`src/rtl/mul_pkg.sv`:
```
// Shared multiply types.
//   booth_sel_t : radix-4 Booth digit selection {0, +A, +2A, -A, -2A}
//   mul_state_t : sequential multiplier control states
//   booth_steps : number of radix-4 digits for a given operand width
package mul_pkg;

  typedef enum logic [2:0] {ZERO, POS1, POS2, NEG1, NEG2} booth_sel_t;

  typedef enum logic [1:0] {IDLE, CALC, DONE} mul_state_t;

  // Operands are extended by two bits before recoding, so WIDTH+2 bits
  // are retired two at a time.
  function automatic int booth_steps(input int width);
    return width / 2 + 1;
  endfunction

endpackage

```
`src/rtl/booth_r4_encoder.sv`:
```
// Radix-4 Booth recoder: one overlapping multiplier triple
// {b[2i+1], b[2i], b[2i-1]} to a digit selection.
//   i_triple : 3-bit multiplier window
//   o_sel    : selected digit
module booth_r4_encoder
  import mul_pkg::*;
(
  input  logic [2:0] i_triple,
  output booth_sel_t o_sel
);

  always_comb begin
    o_sel = ZERO;
    case (i_triple)
      3'b001, 3'b010: o_sel = POS1;
      3'b011:         o_sel = POS2;
      3'b100:         o_sel = NEG2;
      3'b101, 3'b110: o_sel = NEG1;
      default:        o_sel = ZERO;
    endcase
  end

endmodule

```
`src/rtl/booth_r4_mul.sv`:
```
// Sequential radix-4 Booth multiplier, two multiplier bits per cycle.
//   clk, reset           : clock (rising edge), async active-high reset
//   start                : request, accepted in IDLE or DONE
//   is_signed            : two's-complement (1) or unsigned (0) operands
//   a, b                 : multiplicand, multiplier (WIDTH bits)
//   busy                 : accepting edge through the done cycle
//   done                 : one-cycle completion pulse
//   product              : full 2*WIDTH-bit product, held until next completion
module booth_r4_mul
  import mul_pkg::*;
#(
  parameter int WIDTH = 16
) (
  input  logic               clk,
  input  logic               reset,
  input  logic               start,
  input  logic               is_signed,
  input  logic [WIDTH-1:0]   a,
  input  logic [WIDTH-1:0]   b,
  output logic               busy,
  output logic               done,
  output logic [2*WIDTH-1:0] product
);

  localparam int N  = booth_steps(WIDTH);
  localparam int CW = $clog2(N + 1);
  localparam int EW = WIDTH + 2;       // extended operand
  localparam int PW = WIDTH + 3;       // partial product (+/-2A)
  localparam int AW = 2 * WIDTH + 4;   // accumulator

  if ((WIDTH % 2) != 0 || WIDTH < 4) begin : g_bad_width
    $error("booth_r4_mul: WIDTH must be even and >= 4");
  end

  mul_state_t          r_state, w_state_nxt;
  logic [CW-1:0]       r_cnt;
  logic [EW-1:0]       r_a, r_b;
  logic                r_bm1;
  logic [AW-1:0]       r_acc;
  logic                r_busy, r_done;
  logic [2*WIDTH-1:0]  r_product;

  logic                w_accept;
  logic                w_last;
  booth_sel_t          w_sel;
  logic [PW-1:0]       w_a1, w_a2, w_pp;
  logic [AW-1:0]       w_addend;
  logic                w_busy_nxt, w_done_nxt;
  logic [2*WIDTH-1:0]  w_product_nxt;
  logic                w_acc_unused;

  assign w_accept = start && (r_state == IDLE || r_state == DONE);
  assign w_last   = (r_cnt == CW'(N - 1));

  // r_b shifts right two bits per step, so the current digit always sits
  // at the bottom with the previous step's top bit held in r_bm1.
  booth_r4_encoder u_enc (
    .i_triple ({r_b[1:0], r_bm1}),
    .o_sel    (w_sel)
  );

  assign w_a1 = {r_a[EW-1], r_a};
  assign w_a2 = {r_a, 1'b0};

  always_comb begin
    w_pp = '0;
    case (w_sel)
      POS1:    w_pp = w_a1;
      POS2:    w_pp = w_a2;
      NEG1:    w_pp = -w_a1;
      NEG2:    w_pp = -w_a2;
      default: w_pp = '0;
    endcase
  end

  // Addend placed at weight 4^cnt; the sign extension makes the
  // accumulator wrap correctly for negative digits.
  assign w_addend = {{(AW-PW){w_pp[PW-1]}}, w_pp} << {r_cnt, 1'b0};

  // Bits above 2*WIDTH only carry sign and are never observed.
  assign w_acc_unused = ^r_acc[AW-1:2*WIDTH];

  // State register
  always_ff @(posedge clk or posedge reset) begin
    if (reset) r_state <= IDLE;
    else       r_state <= w_state_nxt;
  end

  // Next-state logic
  always_comb begin
    w_state_nxt = r_state;
    case (r_state)
      IDLE:    if (start) w_state_nxt = CALC;
      CALC:    if (w_last) w_state_nxt = DONE;
      DONE:    w_state_nxt = start ? CALC : IDLE;
      default: w_state_nxt = IDLE;
    endcase
  end

  // Output next values. The final accumulator is registered out of DONE,
  // so the done pulse lands one edge after DONE is entered; busy covers it.
  always_comb begin
    w_busy_nxt    = (w_state_nxt != IDLE) || (r_state == DONE);
    w_done_nxt    = (r_state == DONE);
    w_product_nxt = (r_state == DONE) ? r_acc[2*WIDTH-1:0] : r_product;
  end

  always_ff @(posedge clk or posedge reset) begin
    if (reset) begin
      r_busy    <= 1'b0;
      r_done    <= 1'b0;
      r_product <= '0;
    end else begin
      r_busy    <= w_busy_nxt;
      r_done    <= w_done_nxt;
      r_product <= w_product_nxt;
    end
  end

  // Datapath: operand capture and one Booth step per CALC cycle
  always_ff @(posedge clk or posedge reset) begin
    if (reset) begin
      r_a   <= '0;
      r_b   <= '0;
      r_bm1 <= 1'b0;
      r_cnt <= '0;
      r_acc <= '0;
    end else if (w_accept) begin
      r_a   <= is_signed ? {{2{a[WIDTH-1]}}, a} : {2'b00, a};
      r_b   <= is_signed ? {{2{b[WIDTH-1]}}, b} : {2'b00, b};
      r_bm1 <= 1'b0;
      r_cnt <= '0;
      r_acc <= '0;
    end else if (r_state == CALC) begin
      r_acc <= r_acc + w_addend;
      r_b   <= {2'b00, r_b[EW-1:2]};
      r_bm1 <= r_b[1];
      r_cnt <= r_cnt + 1'b1;
    end
  end

  assign busy    = r_busy;
  assign done    = r_done;
  assign product = r_product;

endmodule

```
`config.mk`:
```
export PLATFORM = sky130hd
export DESIGN_NAME = booth_r4_mul
export DESIGN_NICKNAME = d
export VERILOG_FILES = /design/src/rtl/mul_pkg.sv /design/src/rtl/booth_r4_encoder.sv /design/src/rtl/booth_r4_mul.sv
export SDC_FILE = /design/constraint.sdc
export NUM_CORES = 1
export LEC_CHECK = 0
export CELL_PAD_IN_SITES_DETAIL_PLACEMENT = 0
export CELL_PAD_IN_SITES_GLOBAL_PLACEMENT = 1
export CORE_ASPECT_RATIO = 0.9
export CORE_UTILIZATION = 25
export DETAILED_ROUTE_END_ITERATION = 12
export MAX_ROUTING_LAYER = met4
export PLACE_DENSITY = 0.49
export SLEW_MARGIN = 20
export SYNTH_ARGS = -nofsm -noshare
export SYNTH_HDL_FRONTEND = slang
export SYNTH_SLANG_ARGS = --single-unit
export TNS_END_PERCENT = 100
```
`constraint.sdc`:
```
create_clock -name clk -period 5.8 [get_ports clk]
set_clock_uncertainty 0.2 [all_clocks]
set_input_delay 1.16 -clock clk [delete_from_list [all_inputs] [get_ports clk]]
set_output_delay 1.16 -clock clk [all_outputs]
set_load 0.005 [all_outputs]
```
== Yosys cells after proc, flatten, opt, wreduce, memory -nomap -nowiden ==
Index checks and enable logic that the tools add are counted.

* Register bits: 113
* Input port bits: 36
* Logic and storage cells: 51

* Add/sub/neg operators: 4
* Equal/unequal tests: 13
* Shifts and indexed selects: 1
* Multiplexer cells: 16
* Reduce and logical (&&, ||, !) cells: 8

{| class="wikitable"
|+ Operators with widths
! operator !! number
|-
| 19-bit case mux with 4 select lines || 1
|-
| 18-bit 2-to-1 mux || 4
|-
| 36-bit 2-to-1 mux || 2
|-
| 19-bit negation || 2
|-
| 36-bit adder || 1
|-
| 36-bit by 5-bit << shifter with 36-bit output || 1
|-
| 3-bit by 2-bit == test with 1-bit output, second input constant || 4
|-
| 3-bit == test, second input constant || 4
|-
| 3-bit case mux with 4 select lines || 1
|-
| 4-bit 2-to-1 mux || 2
|-
| 3-bit by 1-bit == test with 1-bit output, second input constant || 2
|-
| 2-bit case mux with 3 select lines || 1
|-
| 4-bit by 1-bit adder with 4-bit output, second input constant || 1
|-
| 4-bit == test, second input constant || 1
|-
| 2-bit 2-to-1 mux || 2
|-
| 2-bit nonzero test || 2
|-
| 2-bit OR reduction || 2
|-
| 1-bit 2-to-1 mux || 3
|-
| 2-bit by 1-bit == test with 1-bit output, second input constant || 1
|-
| 2-bit == test, second input constant || 1
|-
| 2-bit zero test || 1
|-
| 1-bit logical OR || 2
|-
| 1-bit logical AND || 1
|}

== Depth between registers and ports, before layout ==
Gate-level depths: netlist of the first run.

* Word-level depth: 9
* Depth in mapped cells: 23
* Gate-level depth less buffers: 21

== By module ==
From an unflattened synthesis of the first run, not the netlist that was laid out.

* Cells, all modules: 857
* Area total of the unflattened synthesis: 7618.6 um^2

{| class="wikitable"
|+ By module, submodules not included
! module !! times used !! cells an instance !! area each (um^2) !! seq. area each (um^2)
|-
| booth_r4_mul || 1 || 853 || 7584.8 || 2677.6
|-
| booth_r4_encoder || 1 || 4 || 33.8 || 0.0
|}

== Least setup slack after synthesis of the first run ==
OpenSTA, ideal clock, no wires.

* Kind: register to register
* From: reg r_a[0]
* To: reg r_acc[31]
* Setup time: 0.069 ns
* Arrival: 5.135 ns
* Required time: 5.531 ns
* Path slack: 0.395 ns
* Stages on the path, launching flop included: 24
* Buffers on the path: 3
* Period minus slack after synthesis: 5.405 ns
* Cell sequence: dfrtp_1 clkbuf_1 inv_1 ha_1 or4b_4 buf_6 nor4_1 a21oi_1 o22ai_1 nor2_1 mux4_2 mux2i_1 a22o_1 ha_1 clkbuf_1 nand4_1 a211oi_1 a211oi_1 a21oi_1 o31ai_1 o21ai_0 and4_4 or4_1 nand3_1

* Cells in the longest elaborated chain, start to end: 6
* Elaborated cells between the ends (all ways): 7
* Classes of those cells: add/sub (3); shift (1); mux (3)

{| class="wikitable"
|+ RTL lines
! element !! line !! RTL
|-
| start, declared || booth_r4_mul.sv:37 || <nowiki>logic [EW-1:0] r_a, r_b;</nowiki>
|-
| start signal, assigned || booth_r4_mul.sv:129 || <nowiki>r_a <= is_signed ? {{2{a[WIDTH-1]}}, a} : {2'b00, a};</nowiki>
|-
| 19-bit negation (on tied branches) || booth_r4_mul.sv:70, booth_r4_mul.sv:71 ||
|-
| 19-bit case mux with 4 select lines * || booth_r4_mul.sv:67 || <nowiki>case (w_sel)</nowiki>
|-
| 36-bit by 5-bit << shifter with 36-bit output * || booth_r4_mul.sv:78 || <nowiki>assign w_addend = {{(AW-PW){w_pp[PW-1]}}, w_pp} << {r_cnt, 1'b0};</nowiki>
|-
| 36-bit adder * || booth_r4_mul.sv:135 || <nowiki>r_acc <= r_acc + w_addend;</nowiki>
|-
| 36-bit 2-to-1 mux * || booth_r4_mul.sv:134 || <nowiki>end else if (r_state == CALC) begin</nowiki>
|-
| 36-bit 2-to-1 mux * || booth_r4_mul.sv:128 || <nowiki>end else if (w_accept) begin</nowiki>
|-
| end signal, assigned || booth_r4_mul.sv:135 ||
|-
| end, declared || booth_r4_mul.sv:39 || <nowiki>logic [AW-1:0] r_acc;</nowiki>
|}

Mark *: on every way between the ends. The rest lies on a longest branch, timed or not. The select of a mux whose other input is x is not followed.
A chain may end at the register's enable or synchronous reset.

== Final worst setup path of the first run ==
Ends and elaborated chain as after synthesis.

==> impl_metrics.yaml, run 1 <==
worst_hold_path:
  hp-start: "r_b[2]"
  min_path_type: "flip-flop to flip-flop"
critical_path:
  path_buf_inv: 1
  cp.arrival_ns: 5.58
  startpoint: "r_a[0]"
  critical_path.slowest_cell: "or4b_4"
  crit_required_ns: 5.91
  crit_path_end_kind: "flip-flop"
  r2r-start: "r_a[0]"
  critPathLaunchType: "flip-flop"
  cp_cell_sequence: "inv_1 -> ha_1 -> or4b_4 -> o31a_1 -> or2_1 -> o22ai_1 -> mux2i_1 -> o21ai_0 -> mux2i_1 -> nor2_1 -> ha_1 -> nand4_1 -> a211oi_2 -> a211oi_2 -> a21oi_1 -> o31ai_2 -> o21ai_2 -> and4_4 -> or4_1 -> nand3_1"
  cp_max_fo: 7
  worstSetupPathType: "flip-flop to flip-flop"
  crit_family: "compound AO/OA/AOI/OAI gates"
  cp_slowest_stage_delay_ns: 0.56
logic_synthesis:
  netlist_instances: 898
  seq_area_frac_synth_pct: 34.3
  ys.flop_type: "dfrtp_1"
  synth_top_area_share_pct: 34.3
  yosysWarnings: 0
  synth_nets: 971
  synthTopCellsByArea: "dfrtp_1, mux2_2, ha_1, nand2_1, o21ai_0"
  ys_ff_latch: 107
  async_reset_ff_share_pct: 100
  synthDistinctLibCells: 77
  synth-edff-count: 0
  syn-mean-instance-area_um2: 8.69
  synthesis.area_um2: 7800
  synth_top_cell_by_area: "dfrtp_1"
floorplan:
  start_util_pct: 25.8
  die-width_um: 188
  core_um2: 30300
  io_pins: 70
  dieArea_um2: 31900
  fp-row-count: 60
  die_h_um: 170
sta:
  min_period_over_period_pct: 94.3
  min_period_ns: 5.47
  fmax_ghz: 0.183
  tightest_slew_ns: 0.967
  tns_ns: 0
  finalSetupViolCount: 0
  slew-limit-headroom_pct: 35.4
  slew_violations: 0
  rsz0062_at_grt: "false"
  hold_viol_final: 0
clock_tree:
  cts_tree: "built"
  cts_max_path_buffers: 2
  numCtsBuffers: 9
  clock-root-buffer: "clkbuf_16"
  cts_hold_buf: 0
  cts.sinks: 107
  h-tree-depth: 3
  clock_latency_ns: 0.37
  clk_pin_slew_worst_paths_ns: 0.07
drt:
  drt_first_pass_iters: 5
  via_per_inst: 5.09
  drc_errors: 0
  dr.first_iter.drc_count: 474
  drt-total-wl_um: 25500
  vias: 7180
  ant_nets: 0
  wl_per_cell_um: 18.1
global_routing:
  grt_pass1_vias: 7183
  grt_max_degree: 77
  grt_pass1_wl_um: 41500
  track_usage_pct: 17.1
  grt-ovfl-total: 0
  grt_antenna_before_repair: 0
layout:
  fin_nets: 1077
  final_common_cell: "nand2_1"
  layout_common_cells: "nand2_1, dfrtp_1, buf_4"
  area_delta_synth_final_pct: 25.4
  drive_gt1_share_pct: 18.2
  diodes: 0
placed_design:
  globalplace.congestion: 0.831
  dp.final_hpwl_um: 18800
  io_buffers: 69
run_status:
  status: "complete, no violations"
job:
  maxCapViolCount: 0
-- sequential cells by signal, summed over array words and instances, names as in the netlist --
| signal | cells |
|---|---|
| product | 32 |
| r_b | 17 |
| r_bm1 | 1 |
| done | 1 |
| r_a | 17 |
| r_state | 2 |
| r_cnt | 4 |
| r_acc | 32 |
| busy | 1 |
-- routing by layer --
metal,vias up,share of wire [%],GRT usage [%]
li1,3548,-,-
met4,0,0.97,3.92
met1,3449,53,24.7
met5,-,0,-
met3,16,3.8,2.79
met2,167,42,24.7
-- kinds of logic (layout without fill, tap and decap cells) --
group	Yosys count	after routing	share of synthesized area, %
buffers and inverters	90	198	4.78
adders and majority gates	37	37	6.03
AOI/OAI and AO/OA	288	288	24.6
xor gates and xnor gates	32	32	3.59
DFF	107	107	34.3
and+or+nand+nor	277	278	17.0
muxes	67	67	9.69
-- path summary, 6_finish.rpt --
check	endpoint	slack (ns)	cells after the start
max	r_acc[31]	0.33	20
min	r_b[2]	0.28	2
max reg2reg	r_acc[31]	0.33	20
min reg2reg	r_b[2]	0.28	2
max in group asynchronous	r_acc[6]	3.39	3
min in group asynchronous	r_acc[31]	1.10	2
-- worst register-to-register path, stage by stage (launching register included) --
cell      delay, ns
dfrtp_1        0.37
inv_1          0.07
ha_1           0.22
or4b_4         0.57
o31a_1         0.35
or2_1          0.27
o22ai_1        0.23
mux2i_1        0.19
o21ai_0        0.39
mux2i_1        0.19
nor2_1         0.20
ha_1           0.29
nand4_1        0.14
a211oi_2       0.08
a211oi_2       0.34
a21oi_1        0.17
o31ai_2        0.29
o21ai_2        0.15
and4_4         0.16
or4_1          0.47
nand3_1        0.09
-- stage by stage --
| step | instances | instance area, um2 | hold WS, ns | setup slack, ns | utilization (%) |
|---|---|---|---|---|---|
| after floorplan | 898 | 7800 | 0.247 | 0.395 | - |
| after global placement | 1394 | 9410 | 0.262 | -0.0166 | 31.1 |
| after detailed placement | 1394 | 9410 | 0.263 | -0.131 | 31.1 |
| after CTS | 1408 | 9680 | 0.282 | 0.0319 | 32.0 |
| after global routing | 1410 | 9780 | 0.300 | 0.000764 | 32.3 |
| final | 1410 | 9780 | 0.277 | 0.330 | 32.3 |
-- cells in the mapped netlist, drive strengths merged (4+ instances only) --
| cell | instances |
|---|---|
| o21ai | 86 |
| ha | 36 |
| o21bai | 6 |
| a21oi | 51 |
| or4 | 7 |
| a221o | 6 |
| xnor2 | 16 |
| nor2b | 7 |
| a31oi | 12 |
| a2111oi | 5 |
| clkbuf | 45 |
| o21a | 5 |
| a32o | 5 |
| mux2i | 17 |
| buf | 17 |
| a221oi | 5 |
| dfrtp | 107 |
| xor2 | 16 |
| inv | 27 |
| mux2 | 48 |
| nand2 | 114 |
| nand3 | 16 |
| or3 | 10 |
| o211ai | 17 |
| a211oi | 14 |
| nor4 | 8 |
| o31ai | 12 |
| nor3 | 19 |
| nor2 | 54 |
| and2 | 7 |
| a22o | 6 |
| a21o | 13 |
| a22oi | 14 |
| nand2b | 13 |
| o22ai | 4 |
| nand4 | 9 |
-- timing repair --
action / CTS / global route
hold endpoints to repair: 0 / 0
setup endpoints to repair: 1 / 7
buffers inserted: 0 / 1
resized for setup: 3 / 21
pin swaps: 0 / 5
gates cloned: 0 / 1
-- final cells by class --
cell class / instances / area, um2
multi-input cells: 702 / 4870
repair buffers: 156 / 1360
clock inverters: 3 / 25.0
inverters: 28 / 110
clock buffers: 11 / 233
well taps: 403 / 504
fillers: 3183 / 20500
flip-flops and latches: 107 / 2680
Power of run 1 is left out: the tool's default activity adds up to more than one toggle a clock period on the data nets, which glitch-free logic cannot reach.
==> run 2, diff against run 1 <==
Settings changed: ABC_CLOCK_PERIOD_IN_PS set to 5800.
==> results of run 2 <==
The final DEF is identical to that of run 1; final timing and power are the same.
Power of run 2 is left out for the same reason.
